--- config.mk ---
export PLATFORM = sky130hd
export DESIGN_NAME = uart_prog_loader
export DESIGN_NICKNAME = d
export VERILOG_FILES = /design/src/rtl/uart_prog_loader.sv
export SDC_FILE = /design/constraint.sdc
export NUM_CORES = 1
export LEC_CHECK = 0
export BUFFER_PORTS_ARGS = -buffer_cell sky130_fd_sc_hd__buf_2
export CAP_MARGIN = 0
export CORE_UTILIZATION = 59
export DETAILED_ROUTE_END_ITERATION = 16
export PLACE_DENSITY = 0.9
export SLEW_MARGIN = 40
export SYNTH_ARGS = -nofsm -noshare
export SYNTH_HDL_FRONTEND = slang
export SYNTH_SLANG_ARGS = --single-unit
--- constraint.sdc ---
create_clock -name clk -period 3.2 [get_ports clk]
set_clock_uncertainty 0.2 [all_clocks]
set_input_delay 0.16 -clock clk [delete_from_list [all_inputs] [get_ports clk]]
set_output_delay 0.16 -clock clk [all_outputs]
set_load 0.01 [all_outputs]
--- src/rtl/uart_prog_loader.sv ---
// UART program loader: hunts a start word in the received byte stream, then
// assembles MSB-first words and writes them to instruction memory from
// address 0 while holding the CPU halted. A stop word ends the load, with or
// without a CPU reset pulse. An inter-byte timeout or memory overflow aborts
// the load.
module uart_prog_loader #(
   parameter int                      WORD_BYTES     = 3,
   parameter int                      ADDR_W         = 8,
   parameter logic [8*WORD_BYTES-1:0] START_WORD     = 'h0000FF,
   parameter logic [8*WORD_BYTES-1:0] STOP_RST_WORD  = 'h000FFF,
   parameter logic [8*WORD_BYTES-1:0] STOP_HOLD_WORD = 'h000F00,
   parameter int                      TIMEOUT_CYCLES = 1_000_000,
   parameter int                      RST_PULSE_CYC  = 16
) (
   input  logic                      clk,
   input  logic                      rst,
   input  logic [7:0]                rx_data,
   input  logic                      rx_valid,
   output logic                      mem_we,
   output logic [ADDR_W-1:0]         mem_addr,
   output logic [8*WORD_BYTES-1:0]   mem_wdata,
   output logic                      cpu_halt,
   output logic                      cpu_rst,
   output logic [ADDR_W:0]           word_count,
   output logic                      done,
   output logic                      error
);

   localparam int WORD_W = 8 * WORD_BYTES;
   localparam int BC_W   = $clog2(WORD_BYTES + 1);
   localparam int TO_W   = $clog2(TIMEOUT_CYCLES + 1);
   localparam int PC_W   = $clog2(RST_PULSE_CYC + 1);

   localparam logic [BC_W-1:0]   LAST_BYTE = BC_W'(WORD_BYTES - 1);
   localparam logic [BC_W-1:0]   FULL_SYNC = BC_W'(WORD_BYTES);
   localparam logic [TO_W-1:0]   TO_LAST   = TO_W'(TIMEOUT_CYCLES - 1);
   localparam logic [PC_W-1:0]   PC_LAST   = PC_W'(RST_PULSE_CYC - 1);
   localparam logic [ADDR_W:0]   DEPTH     = {1'b1, {ADDR_W{1'b0}}};

   localparam logic [1:0] S_IDLE  = 2'd0;
   localparam logic [1:0] S_LOAD  = 2'd1;
   localparam logic [1:0] S_PULSE = 2'd2;

   logic [1:0]        state;
   logic [WORD_W-1:0] window;     // sliding start-hunt window, reused for word assembly
   logic [BC_W-1:0]   sync_cnt;   // bytes seen in IDLE, saturating at WORD_BYTES
   logic [BC_W-1:0]   byte_cnt;   // position within the word being assembled
   logic [TO_W-1:0]   to_cnt;
   logic [PC_W-1:0]   pulse_cnt;
   logic [ADDR_W-1:0] addr;

   logic [WORD_W-1:0] win_next;
   logic              start_hit;

   // New byte enters at the LSB; the oldest byte falls off the top.
   assign win_next  = WORD_W'({window, rx_data});
   assign start_hit = rx_valid && (sync_cnt >= LAST_BYTE) && (win_next == START_WORD);

   // Loader FSM: start hunt, word assembly/write, abort detection, reset pulse.
   always_ff @(posedge clk or negedge rst) begin
      if (!rst) begin
         state      <= S_IDLE;
         window     <= '0;
         sync_cnt   <= '0;
         byte_cnt   <= '0;
         to_cnt     <= '0;
         pulse_cnt  <= '0;
         addr       <= '0;
         mem_we     <= 1'b0;
         mem_addr   <= '0;
         mem_wdata  <= '0;
         cpu_halt   <= 1'b0;
         cpu_rst    <= 1'b0;
         word_count <= '0;
         done       <= 1'b0;
         error      <= 1'b0;
      end else begin
         mem_we <= 1'b0;
         case (state)
            S_IDLE: begin
               if (rx_valid) begin
                  window <= win_next;
                  if (sync_cnt != FULL_SYNC) sync_cnt <= sync_cnt + 1'b1;
                  if (start_hit) begin
                     state      <= S_LOAD;
                     done       <= 1'b0;
                     error      <= 1'b0;
                     word_count <= '0;
                     addr       <= '0;
                     byte_cnt   <= '0;
                     to_cnt     <= '0;
                     cpu_halt   <= 1'b1;
                  end
               end
            end
            S_LOAD: begin
               if (rx_valid) begin
                  to_cnt <= '0;
                  window <= win_next;
                  if (byte_cnt == LAST_BYTE) begin
                     byte_cnt <= '0;
                     if (win_next == STOP_RST_WORD) begin
                        cpu_halt  <= 1'b0;
                        done      <= 1'b1;
                        cpu_rst   <= 1'b1;
                        pulse_cnt <= '0;
                        state     <= S_PULSE;
                     end else if (win_next == STOP_HOLD_WORD) begin
                        cpu_halt <= 1'b0;
                        done     <= 1'b1;
                        state    <= S_IDLE;
                        window   <= '0;
                        sync_cnt <= '0;
                     end else if (win_next == START_WORD) begin
                        // Restart: reload from address 0 without leaving LOAD.
                        addr       <= '0;
                        word_count <= '0;
                     end else if (word_count == DEPTH) begin
                        error    <= 1'b1;
                        cpu_halt <= 1'b0;
                        state    <= S_IDLE;
                        window   <= '0;
                        sync_cnt <= '0;
                     end else begin
                        mem_we     <= 1'b1;
                        mem_addr   <= addr;
                        mem_wdata  <= win_next;
                        addr       <= addr + 1'b1;
                        word_count <= word_count + 1'b1;
                     end
                  end else begin
                     byte_cnt <= byte_cnt + 1'b1;
                  end
               end else if (to_cnt == TO_LAST) begin
                  // Line went quiet mid-load: drop any partial word.
                  error    <= 1'b1;
                  cpu_halt <= 1'b0;
                  state    <= S_IDLE;
                  window   <= '0;
                  sync_cnt <= '0;
               end else begin
                  to_cnt <= to_cnt + 1'b1;
               end
            end
            S_PULSE: begin
               if (pulse_cnt == PC_LAST) begin
                  cpu_rst  <= 1'b0;
                  state    <= S_IDLE;
                  window   <= '0;
                  sync_cnt <= '0;
               end else begin
                  pulse_cnt <= pulse_cnt + 1'b1;
               end
            end
            default: state <= S_IDLE;
         endcase
      end
   end

endmodule

After elaboration in Yosys (flattened, before gate mapping)
Index checks and enable logic that the tools add are counted.
- muxes and demuxes: 97
- $lt $le $gt $ge: 1
- shifts and indexed selects: 0
- bitwise operators: 4
- add/sub/neg operators: 6
- equal/unequal tests: 33
- div/mod/pow operators: 0
- reduce and logical (&&, ||, !) cells: 18
- multipliers: 0
- operator list (cell ; count):
    2-to-1 mux 16 bit ; 9
    2-to-1 mux 20 bit ; 4
    2-to-1 mux 9 bit ; 8
    2-to-1 mux 8 bit ; 8
    equality test 24 x 12 -> 1 bit (second input constant) ; 2
    one-hot mux 16 bit (3 select lines) ; 1
    one-hot mux 20 bit (2 select lines) ; 1
    2-to-1 mux 2 bit ; 19
    2-to-1 mux 1 bit ; 33
    != test 3 bit (second input constant) ; 9
    equality test 24 x 8 -> 1 bit (second input constant) ; 1
    != test 2 bit (second input constant) ; 11
    AND reduction 7 bit ; 3
    adder 20 x 1 -> 20 bit (second input constant) ; 1
    equality test 20 bit (second input constant) ; 1
    2-to-1 mux 5 bit ; 4
    one-hot mux 9 bit (2 select lines) ; 1
    AND reduction 9 bit ; 2
    one-hot mux 8 bit (2 select lines) ; 1
    one-hot mux 2 bit (3 select lines) ; 2
    AND reduction 4 bit ; 3
    != test 5 bit (second input constant) ; 2
    one-hot mux 5 bit (2 select lines) ; 1
    AND reduction 5 bit ; 2
    other kinds (19) ; 30
- output and inout bits: 46
- memory bits (read-only): 0
- register bits: 101
- latch bits: 0
- memory bits (writable): 0
- memories: 0
- word-level logic and storage cells: 174

Logic depth before layout (Yosys ltp)
Gate-level depths: netlist of the first run.
- depth in word-level cells: 8
- depth in mapped cells: 11

Worst setup path before layout of the first run
OpenSTA, ideal clock, no wires.
- path kind: reg2reg
- start: reg pulse_cnt[0]
- end: reg window[10]
- arrival: 2.621 ns
- slack: 0.247 ns
- cell stages (with the launch flop): 12
- buffers on the path: 2
- data required time: 2.868 ns
- clock period less this slack: 2.953 ns
- setup time: 0.132 ns
- cell sequence: dfrtp_1 ha_1 and3_1 ha_1 inv_1 nand2_1 o211ai_1 o31a_1 clkbuf_1 clkbuf_1 mux2i_1 nor2_1
- longest elaborated chain between the ends: 3
- RTL lines (element ; RTL line ; RTL):
    start: declaration ; 49 ; logic [PC_W-1:0] pulse_cnt;
    start signal: assignment ; 152 ; pulse_cnt <= pulse_cnt + 1'b1;
    equality test 5 x 4 -> 1 bit ; 146 ; if (pulse_cnt == PC_LAST) begin
    != test 2 bit (no source line) ; -- ;
    AND reduction 4 bit (no source line) ; -- ;
    end signal: assignment ; 82 ; window <= win_next;
    end signal: assignment ; 99 ; window <= win_next;
    end: declaration ; 45 ; logic [WORD_W-1:0] window;
Every way passes these cells.
A chain may end at the register's enable or synchronous reset.

Final worst setup path of the first run
- start: reg window[6]
- end: reg word_count[1]
- longest elaborated chain between the ends: 7
- elaborated cells between the ends (all ways): 15
- classes of those cells: eq/ne (7); mux (6); reduce/logical (2)
- RTL lines (element ; RTL line ; RTL):
    equality test 24 x 8 -> 1 bit ; 57, 114 ;
    2-to-1 mux 9 bit ; 114 ; end else if (win_next == START_WORD) begin
    2-to-1 mux 9 bit ; 108 ; end else if (win_next == STOP_HOLD_WORD) begin
    2-to-1 mux 9 bit ; 102 ; if (win_next == STOP_RST_WORD) begin
    2-to-1 mux 9 bit ; 100 ; if (byte_cnt == LAST_BYTE) begin
    2-to-1 mux 9 bit ; 97 ; if (rx_valid) begin
    one-hot mux 9 bit (2 select lines) ; 79 ; case (state)
    end signal: assignment ; 129 ; word_count <= word_count + 1'b1;
    end: declaration ; 24 ; output logic [ADDR_W:0] word_count,
Parallel ways exist; a longest one is shown, timed or not. The select of a mux whose other input is x is not followed.

==> results by group, run 1 <==
Die
  – Die Area: 9058 um^2
  – Io pins: 57
  – Starting density of the core: 61.72%
  – Std-Cell Core Area: 8299 um^2
  – Row count: 33
  – Die Width: 95.18 um
  – Die H: 95.18 um

Hold path
  – Worst min path class: in -> async

STA
  – Setup violations, final: 0
  – Relative slew margins: 61.62%
  – Minimum clock period: 3.155 ns
  – Final period utilization: 98.61%
  – Worst hold slack: -0.01689 ns
  – Final hold violations: 18
  – RSZ-0062 raised after global routing: false
  – Fmax: 0.3169 GHz
  – Worst-Margin Slew: 0.5747 ns
  – Max-slew violations: 0
  – Setup TNS: 0 ns

GRT
  – Pin count of the biggest net entering global routing: 59
  – First-pass GRT wire length: 19440 um
  – Initial antenna violation count: 0
  – Remaining Overflow, GRT: 0
  – Gr usage total: 28.07%
  – Number of global-route vias before repair: 4063

Synth
  – Yosys cell types: 56
  – Number of flops mapped to enable cells by yosys: 0
  – Number of synthesized register bits: 101
  – Mapped Cells: 480
  – Synth Net Count: 503
  – Post-synthesis async set-or-reset flop share: 100.0%
  – Top_reg_cell synth: dfrtp_1
  – Area of the mapped netlist: 5122 um^2
  – Seq/Total Area, Yosys: 49.34%
  – Syn Area/Cell: 10.67 um^2
  – YS warnings: 0

Place
  – Placed Instances: 634
  – GPL Wtd Cong: 0.9086
  – Count of input and output buffers: 56
  – HPWL after DPL: 8050 um

Setup path
  – Reg2reg path depth: 7
  – CP top delay family: simple AND/OR/NAND/NOR gates
  – Peak fanout along the critical path: 10
  – Worst Setup End Kind: flop
  – CP required: 3.29 ns
  – Critical R2R Capture: word_count[1]
  – WP data arrival: 3.25 ns
  – Max incr delay on CP: 0.58 ns
  – Critical Path Source Type: flop
  – R2r startpoint: window[6]
  – Crit path buffers/inverters: 1
  – Worst-path cell chain: or4_4 > nor4_1 > buf_4 > a21boi_0 > nor3_1 > o21ai_2 > mux2_2
  – FF-to-FF setup slack: 0.04 ns
  – Crit-path slowest cell: or4_4
  – CP Class: reg -> reg

Drt
  – Iter 0 DRT Violations: 256
  – Final wirelength: 11830 um
  – Avg Vias per Cell: 6.300
  – First-pass iteration count of the detailed router: 5
  – Avg WL per Cell: 17.90 um
  – Post-DRT Antenna Nets: 0
  – Via count: 4164
  – DRC: 0

Power
  – Worst IR Drop VDD: 0.3018 mV
  – Leakage: 2.828 nW
  – Power per cell area: 400.3 nW/um^2

Clocking
  – CTS H-tree depth: 3
  – Worst-path clk slew: 0.12 ns
  – CTS tree: built
  – Clk_lat worst skew: 0.39 ns
  – Clk root buf: clkbuf_8
  – Num CTS Buffers: 9
  – CTS max path bufs: 2
  – Clock Sink Count: 101

Layout
  – Layout net count: 574
  – Area Overhead vs Synth: 14.88%
  – Share of cells above drive strength 1: 24.82%
  – Final cell count without fillers: 661
  – Antenna Cells: 0

Run status
  – Status: finished, violations left
  – Failing checks: hold timing

Flow run
  – MaxCap Viol Count: 0
## worst register-to-register path: cells and delay by family (launching register included)
family / cells / cell delay [ns]
buf+inv: 1 / 0.20
compound gates: 2 / 0.73
mux: 1 / 0.39
flops: 1 / 0.44
simple gates: 3 / 1.10
## worst max path at each step
stage	startpoint	to	slack [ns]	depth (start not counted)
after CTS	window[6]	word_count[1]	0.1	7
after global routing	window[6]	addr[1]	0.02	7
final	window[6]	word_count[1]	0.04	7
after global placement	window[13]	addr[5]	0.27	8
after floorplan	pulse_cnt[0]	window[10]	0.25	11
after detailed placement	window[13]	word_count[1]	0.14	7
## where the power goes
part	internal [mW]	total (mW)	switching, mW
registers	1.32	1.36	0.0476
clock network	0.326	0.828	0.502
logic	0.0761	0.164	0.0880
## per-layer routing
layer	vias to the layer above	global-route usage [%]	part of all wire, %
li1	1886	-	-
met1	2094	33.93	41
met2	154	48.27	52
met3	30	6.778	5.0
met4	0	10.86	2.4
met5	-	0	0
## through the flow
step	cell area [um^2]	worst slack (ns)	hold WS (ns)	power, mW	util (%)
after global routing	5884	0.01853	0.02249	2.443	70.90
after global placement	5559	0.2727	0.05693	1.527	66.98
final	5884	0.04458	-0.01689	2.356	70.90
after detailed placement	5559	0.1367	0.05519	1.537	66.98
after floorplan	5122	0.2473	-0.3356	1.466	-
after CTS	5864	0.09783	0.1847	2.358	70.66
## synthesized netlist by cell type, types with 2 or more instances
library cell,number,area (um^2)
a2111oi_1,5,50.05
a211oi_1,9,67.56
a21bo_2,2,20.02
a21o_1,2,15.01
a21oi_1,12,60.06
a22o_1,6,52.55
a31oi_1,4,25.02
and2_1,6,37.54
and3_1,11,68.82
and4_1,2,17.52
buf_2,7,35.03
clkbuf_1,11,41.29
dfrtp_1,101,2527
ha_1,12,150.1
inv_1,23,86.33
mux2_2,37,416.7
mux2i_1,19,190.2
nand2_1,22,82.58
nand2b_1,2,12.51
nand3_1,20,100.1
nand4_1,10,62.56
nor2_1,50,187.7
nor2_2,3,18.77
nor2b_1,6,37.54
nor3_1,9,45.04
nor3b_1,2,15.01
nor4_1,5,31.28
nor4b_1,4,35.03
o211ai_1,2,15.01
o21ai_0,16,80.08
o221ai_1,2,17.52
o22a_1,11,96.34
o2bb2ai_1,2,17.52
o31a_1,2,17.52
o41ai_1,2,17.52
or3_4,2,22.52
or4_1,3,22.52
or4_4,2,22.52
xnor2_1,17,148.9
## final cells by class
class	count	area, um^2
flip-flops and latches	101	2527
multi-input cells	336	2421
fillers	553	2415
repair buffers	80	513.0
clock buffers	10	137.6
well taps	105	131.4
inverters	23	86.33
clock inverters	6	67.56
## logic make-up (layout without fill, tap and decap cells)
group / Yosys count / after routing / share of synthesized area, %
AO/OA/AOI/OAI: 89 / 89 / 13.02
XOR/XNOR: 17 / 17 / 2.907
adder cells (fa/ha/maj): 12 / 12 / 2.931
buffers and inverters: 43 / 119 / 3.542
flip-flops: 101 / 101 / 49.34
multiplexers: 56 / 56 / 11.85
AND/OR/NAND/NOR: 162 / 162 / 16.41
## state kept, by name, summed over array words and instances (netlist names), 5 cells and up
| name | count |
|---|---|
| mem_wdata | 24 |
| window | 16 |
| mem_addr | 8 |
| to_cnt | 20 |
| pulse_cnt | 5 |
| word_count | 9 |
| addr | 8 |
## cell usage in the layout, fill, tap and decap left out, types with 12 or more instances in the layout
master   netlist  routed
dfrtp_1      101     101
buf_2          7      55
nor2_1        50      50
mux2_2        37      37
inv_1         23      23
nand2_1       22      22
nand3_1       20      20
mux2i_1       19      19
xnor2_1       17      17
o21ai_0       16      16
buf_4          1      13
a21oi_1       12      12
ha_1          12      12
## what timing repair did
item | in CTS | in global routing
hold endpoints to repair | 73 | 0
resized for setup | 0 | 0
buffers inserted | 0 | 0
hold buffers | 10 | 0
Power figures use the tool's default switching activity.
==> inputs of run 2 (changes only) <==
- CORE_ASPECT_RATIO: unset -> 1.2
- RECOVER_POWER: unset -> 50
==> run 2 against run 1 <==
The run ends with capacitance limit, slew limit left. Via count shrank 2.3%. Final cell count grew 1.1%. Design area shrank 0.60%. Worst setup slack gained 0.20 ns. Non-clock buffer count shrank 2. First-iteration DRC count grew 32%. Clock-buffer cell count grew 1. Maximum frequency grew 6.7%. Sequential share of layout area grew 0.26 points.
==> results by group, run 2 (synthesized netlist as in run 1, its figures left out) <==
Die
  – Die Width: 87.06 um
  – Std-Cell Core Area: 8288 um^2
  – Die Area: 9060 um^2
  – Starting density of the core: 61.81%
  – Row count: 36
  – Io pins: 57
  – Die H: 104.1 um

GRT
  – Gr usage total: 28.03%
  – First-pass GRT wire length: 19750 um
  – Number of global-route vias before repair: 4028
  – Pin count of the biggest net entering global routing: 61
  – Remaining Overflow, GRT: 0
  – Initial antenna violation count: 0

Drt
  – Avg WL per Cell: 17.38 um
  – Via count: 4067
  – DRC: 0
  – Iter 0 DRT Violations: 337
  – Final wirelength: 11610 um
  – First-pass iteration count of the detailed router: 5
  – Avg Vias per Cell: 6.088
  – Post-DRT Antenna Nets: 0

Hold path
  – Worst min path class: reg -> reg
  – Worst hold stages: 1
  – HP Start: cpu_rst
  – Hold EP: cpu_rst

Setup path
  – FF-to-FF setup slack: 0.24 ns
  – Critical Path Source Type: flop
  – Worst Setup End Kind: flop
  – Reg2reg path depth: 6
  – CP required: 3.26 ns
  – Peak fanout along the critical path: 20
  – R2r startpoint: window[5]
  – WP data arrival: 3.02 ns
  – Critical R2R Capture: to_cnt[19]
  – CP Class: reg -> reg

STA
  – Setup violations, final: 0
  – RSZ-0062 raised after global routing: false
  – Max-slew violations: 42
  – Final hold violations: 0
  – Fmax: 0.3381 GHz
  – Relative slew margins: -52.74%
  – Final period utilization: 92.43%
  – Worst setup margin: 0.2421 ns
  – Worst-Margin Slew: 2.291 ns
  – Setup TNS: 0 ns
  – Minimum clock period: 2.958 ns

Layout
  – # fillers: 641
  – Layout net count: 572
  – Most common cell after layout, fill and taps aside: dfrtp_1
  – Commonest cells after routing, fill and taps aside: 101 x dfrtp_1, 50 x nor2_1, 38 x clkbuf_1
  – Number of flip-flops in the largest register: 24
  – Area Overhead vs Synth: 14.19%
  – Top Registers: mem_wdata x24, to_cnt x20, window x16
  – Biggest register: mem_wdata
  – Antenna Cells: 0
  – Share of cells above drive strength 1: 17.87%
  – Final core utilization: 70.58%

Place
  – Pre-CTS WS: 0.2741 ns
  – Count of input and output buffers: 56
  – HPWL after DPL: 7883 um
  – GPL Wtd Cong: 0.8513

Clocking
  – Clk root buf: clkbuf_8
  – Clock Sink Count: 101
  – CTS tree: built
  – Num CTS Buffers: 9
  – CTS H-tree depth: 3
  – Clk_lat worst skew: 0.38 ns
  – Post-CTS setup buffers: 0
  – CTS max path bufs: 2
  – Worst-path clk slew: 0.10 ns

Flow run
  – MaxCap Viol Count: 1

Power
  – Power per cell area: 410.7 nW/um^2
  – Worst IR Drop VDD: 0.3160 mV
  – Leakage: 2.658 nW

Run status
  – Status: finished, violations left
  – Failing checks: capacitance limit, slew limit
==> run 2: worst max-delay path by stage <==
stage / from / end / slack, ns
after global routing: window[5] / to_cnt[14] / 0.07
after detailed placement: window[13] / to_cnt[19] / 0.27
final: window[5] / to_cnt[19] / 0.24
after global placement: window[13] / to_cnt[19] / 0.34
after CTS: window[13] / addr[5] / 0.24
after floorplan: pulse_cnt[0] / window[10] / 0.25
==> run 2: power breakdown <==
group	total [mW]	internal, mW	switching, mW
logic	0.163	0.0740	0.0889
registers	1.36	1.32	0.0471
clock network	0.876	0.413	0.464
==> run 2: stage by stage <==
| step | cells | power (mW) | cell area (um^2) | hold slack [ns] |
|---|---|---|---|---|
| after CTS | 668 | 2.409 | 5892 | 0.1241 |
| final | 668 | 2.403 | 5849 | 0.2966 |
| after floorplan | 480 | 1.466 | 5122 | -0.3356 |
| after global placement | 642 | 1.526 | 5575 | -0.02176 |
| after detailed placement | 642 | 1.540 | 5575 | -0.01963 |
| after global routing | 668 | 2.493 | 5849 | 0.3334 |
==> run 2: cell type report <==
type | instances | area (um^2) | area share (%)
Timing Repair Buffer | 78 | 447.9 | 7.658
Inverter | 23 | 86.33 | 1.476
Clock buffer | 11 | 151.4 | 2.588
Multi-Input combinational cell | 336 | 2429 | 41.52
Clock inverter | 5 | 65.06 | 1.112
Tap cell | 114 | 142.6 | 2.439
Sequential cell | 101 | 2527 | 43.21
==> run 2: per-layer routing <==
metal | share of wire, % | vias to the layer above | track usage, %
met5 | 0 | - | 0
met3 | 4.5 | 25 | 6.270
li1 | - | 1878 | -
met1 | 42 | 2029 | 36.84
met4 | 1.9 | 0 | 8.929
met2 | 52 | 135 | 45.95
==> run 2: worst max-delay path, cell delays in order, from the launching register on <==
cell and delay, ns:
dfrtp_1 0.44, or4_1 0.58, or3_4 0.38, or3_4 0.50, a2111oi_1 0.51, xnor2_1 0.19
nor2_2 0.04
==> run 2: timing repair <==
item,CTS,global route
hold endpoints to repair,58,0
endpoints found under the setup margin,0,1
hold buffers,10,0
gates resized for setup,0,1
==> inputs of run 3 (changes only) <==
- CORE_UTILIZATION: 59 -> 50
- PLACE_DENSITY: 0.9 -> 0.8
==> run 3 against run 2 <==
The run still ends with capacitance limit, slew limit left. Design area rose by 1.7%. Highest routed layer unchanged. Clock power is 29% higher. Worst setup slack got worse by 0.081 ns. Hold slack got worse by 0.0065 ns. Sequential power about the same. Global-route usage is 4.8 points lower.
==> results by group, run 3 (synthesized netlist as in run 1, its figures left out) <==
STA
  – Relative slew margins: -40.65%
  – Minimum clock period: 3.039 ns
  – Fmax: 0.3290 GHz
  – Setup violations, final: 0
  – Setup TNS: 0 ns
  – Final period utilization: 94.98%
  – Max-slew violations: 88
  – Worst-Margin Slew: 2.110 ns
  – Final hold violations: 0
  – Worst setup margin: 0.1607 ns
  – RSZ-0062 raised after global routing: false

Place
  – Pre-CTS WS: 0.2598 ns
  – Count of input and output buffers: 56
  – HPWL after DPL: 7685 um
  – GPL Wtd Cong: 0.8321

Power
  – Power per cell area: 445.8 nW/um^2
  – Worst IR Drop VDD: 0.2814 mV
  – Leakage: 2.704 nW

Setup path
  – Most Frequent Cell on Critical Path: or3_4
  – Worst-path cell chain: or4_1 > or3_4 > or3_4 > a2111oi_1 > xnor2_1 > nor2_1
  – Peak fanout along the critical path: 20
  – Reg2reg path depth: 6
  – Critical R2R Capture: to_cnt[18]
  – CP Capture Point: to_cnt[18]
  – R2r startpoint: window[4]
  – CP required: 3.23 ns
  – Crit-path slowest cell: or4_1
  – FF-to-FF setup slack: 0.16 ns
  – Max incr delay on CP: 0.59 ns
  – Worst Setup End Kind: flop
  – Critical Path Source Type: flop
  – WP data arrival: 3.07 ns
  – CP Class: reg -> reg
  – Crit path from: window[4]

Die
  – Row count: 40
  – Io pins: 57
  – Die H: 112.9 um
  – Die Area: 10650 um^2
  – Starting density of the core: 51.18%
  – Die Width: 94.40 um
  – Std-Cell Core Area: 10010 um^2

Drt
  – Post-DRT Antenna Nets: 0
  – First-pass iteration count of the detailed router: 5
  – Avg Vias per Cell: 5.883
  – DRC: 0
  – Iter 0 DRT Violations: 241
  – Via count: 4012
  – Avg WL per Cell: 16.57 um
  – Final wirelength: 11300 um

Layout
  – Biggest register: mem_wdata
  – Number of flip-flops in the largest register: 24
  – Register area: 2527 um^2
  – Most common cell after layout, fill and taps aside: dfrtp_1
  – Commonest cells after routing, fill and taps aside: 101 x dfrtp_1, 50 x nor2_1, 40 x clkbuf_1
  – Area Overhead vs Synth: 16.17%
  – # fillers: 840
  – Area occupied by multi-input gates: 2421 um^2
  – Antenna Cells: 0
  – Layout net count: 574
  – Top Registers: mem_wdata x24, to_cnt x20, window x16
  – Share of cells above drive strength 1: 17.63%

GRT
  – Gr usage total: 23.23%
  – Met1 GRT Util: 29.85%
  – Met3 usage: 3.495%
  – Remaining Overflow, GRT: 0
  – Global route hottest layer: met2
  – Number of global-route vias before repair: 3997
  – Initial antenna violation count: 0
  – First-pass GRT wire length: 19360 um
  – Met2 global-route usage: 38.55%
  – Pin count of the biggest net entering global routing: 88

Clocking
  – Clock Sink Count: 101
  – Post-CTS setup buffers: 0
  – Worst-path clk slew: 0.06 ns
  – Hold buffer count at CTS: 10
  – CTS tree: built
  – CTS max path bufs: 2
  – Clk_lat worst skew: 0.35 ns
  – Clk root buf: clkbuf_16
  – Num CTS Buffers: 9
  – Resize count post-CTS: 0
  – CTS H-tree depth: 3

Hold path
  – Worst hold stages: 1
  – Worst min path class: reg -> reg

Run status
  – Failing checks: capacitance limit, slew limit
  – Status: finished, violations left

Flow run
  – MaxCap Viol Count: 1
## run 3: cell types whose count changed in the layout (fill, tap and decap cells not counted), moves of 2 or more
cell,change
clkbuf_1,+2
clkinvlp_4,-2
clkinv_2,+3
clkbuf_16,+9
buf_4,+3
clkbuf_8,-11
## run 3: layer usage
layer  share of wire (%)  vias up  wire length (um)
met5                   0        -                 0
met4                 2.4        0               266
met3                 3.6       23               404
met2                  51      107              5806
met1                  43     1988              4823
li1                    -     1894                 -
## run 3: report_power, final
group | internal (mW) | leakage (nW) | switching (mW)
clock network | 0.681 | 0.153 | 0.451
registers | 1.32 | 1.34 | 0.0446
logic | 0.0730 | 1.21 | 0.0852
total | 2.07 | 2.70 | 0.581
## run 3: worst max-delay path: cells and delay by family (launching register included)
| kind | cells | cell delay, ns |
|---|---|---|
| compound gates | 1 | 0.58 |
| xor+xnor | 1 | 0.19 |
| flops | 1 | 0.42 |
| simple gates | 4 | 1.53 |
## run 3: worst min-delay path by stage
stage	from	end	slack (ns)
floorplan	rst	addr[0]	-0.34
global placement	rst	to_cnt[4]	0.22
detailed placement	rst	to_cnt[5]	0.07
CTS	rst	to_cnt[5]	0.29
global route	cpu_rst	cpu_rst	0.31
finish	cpu_rst	cpu_rst	0.29
## run 3: layout make-up
type | instances | area share [%]
clock buffers | 11 | 3.911
multi-input cells | 336 | 40.69
repair buffers | 80 | 7.569
flip-flops and latches | 101 | 42.47
well taps | 126 | 2.649
inverters | 23 | 1.451
clock inverters | 5 | 1.262
## run 3: metrics by stage
step	instance area [um^2]	hold WS, ns	utilization [%]	power (mW)	std cells
final	5951	0.2900	59.45	2.653	682
after global routing	5951	0.3066	59.45	2.768	682
after CTS	6005	0.2888	59.99	2.680	682
after detailed placement	5597	0.07251	55.91	1.538	656
after global placement	5593	0.2227	55.88	1.525	656
after floorplan	5122	-0.3356	-	1.466	480
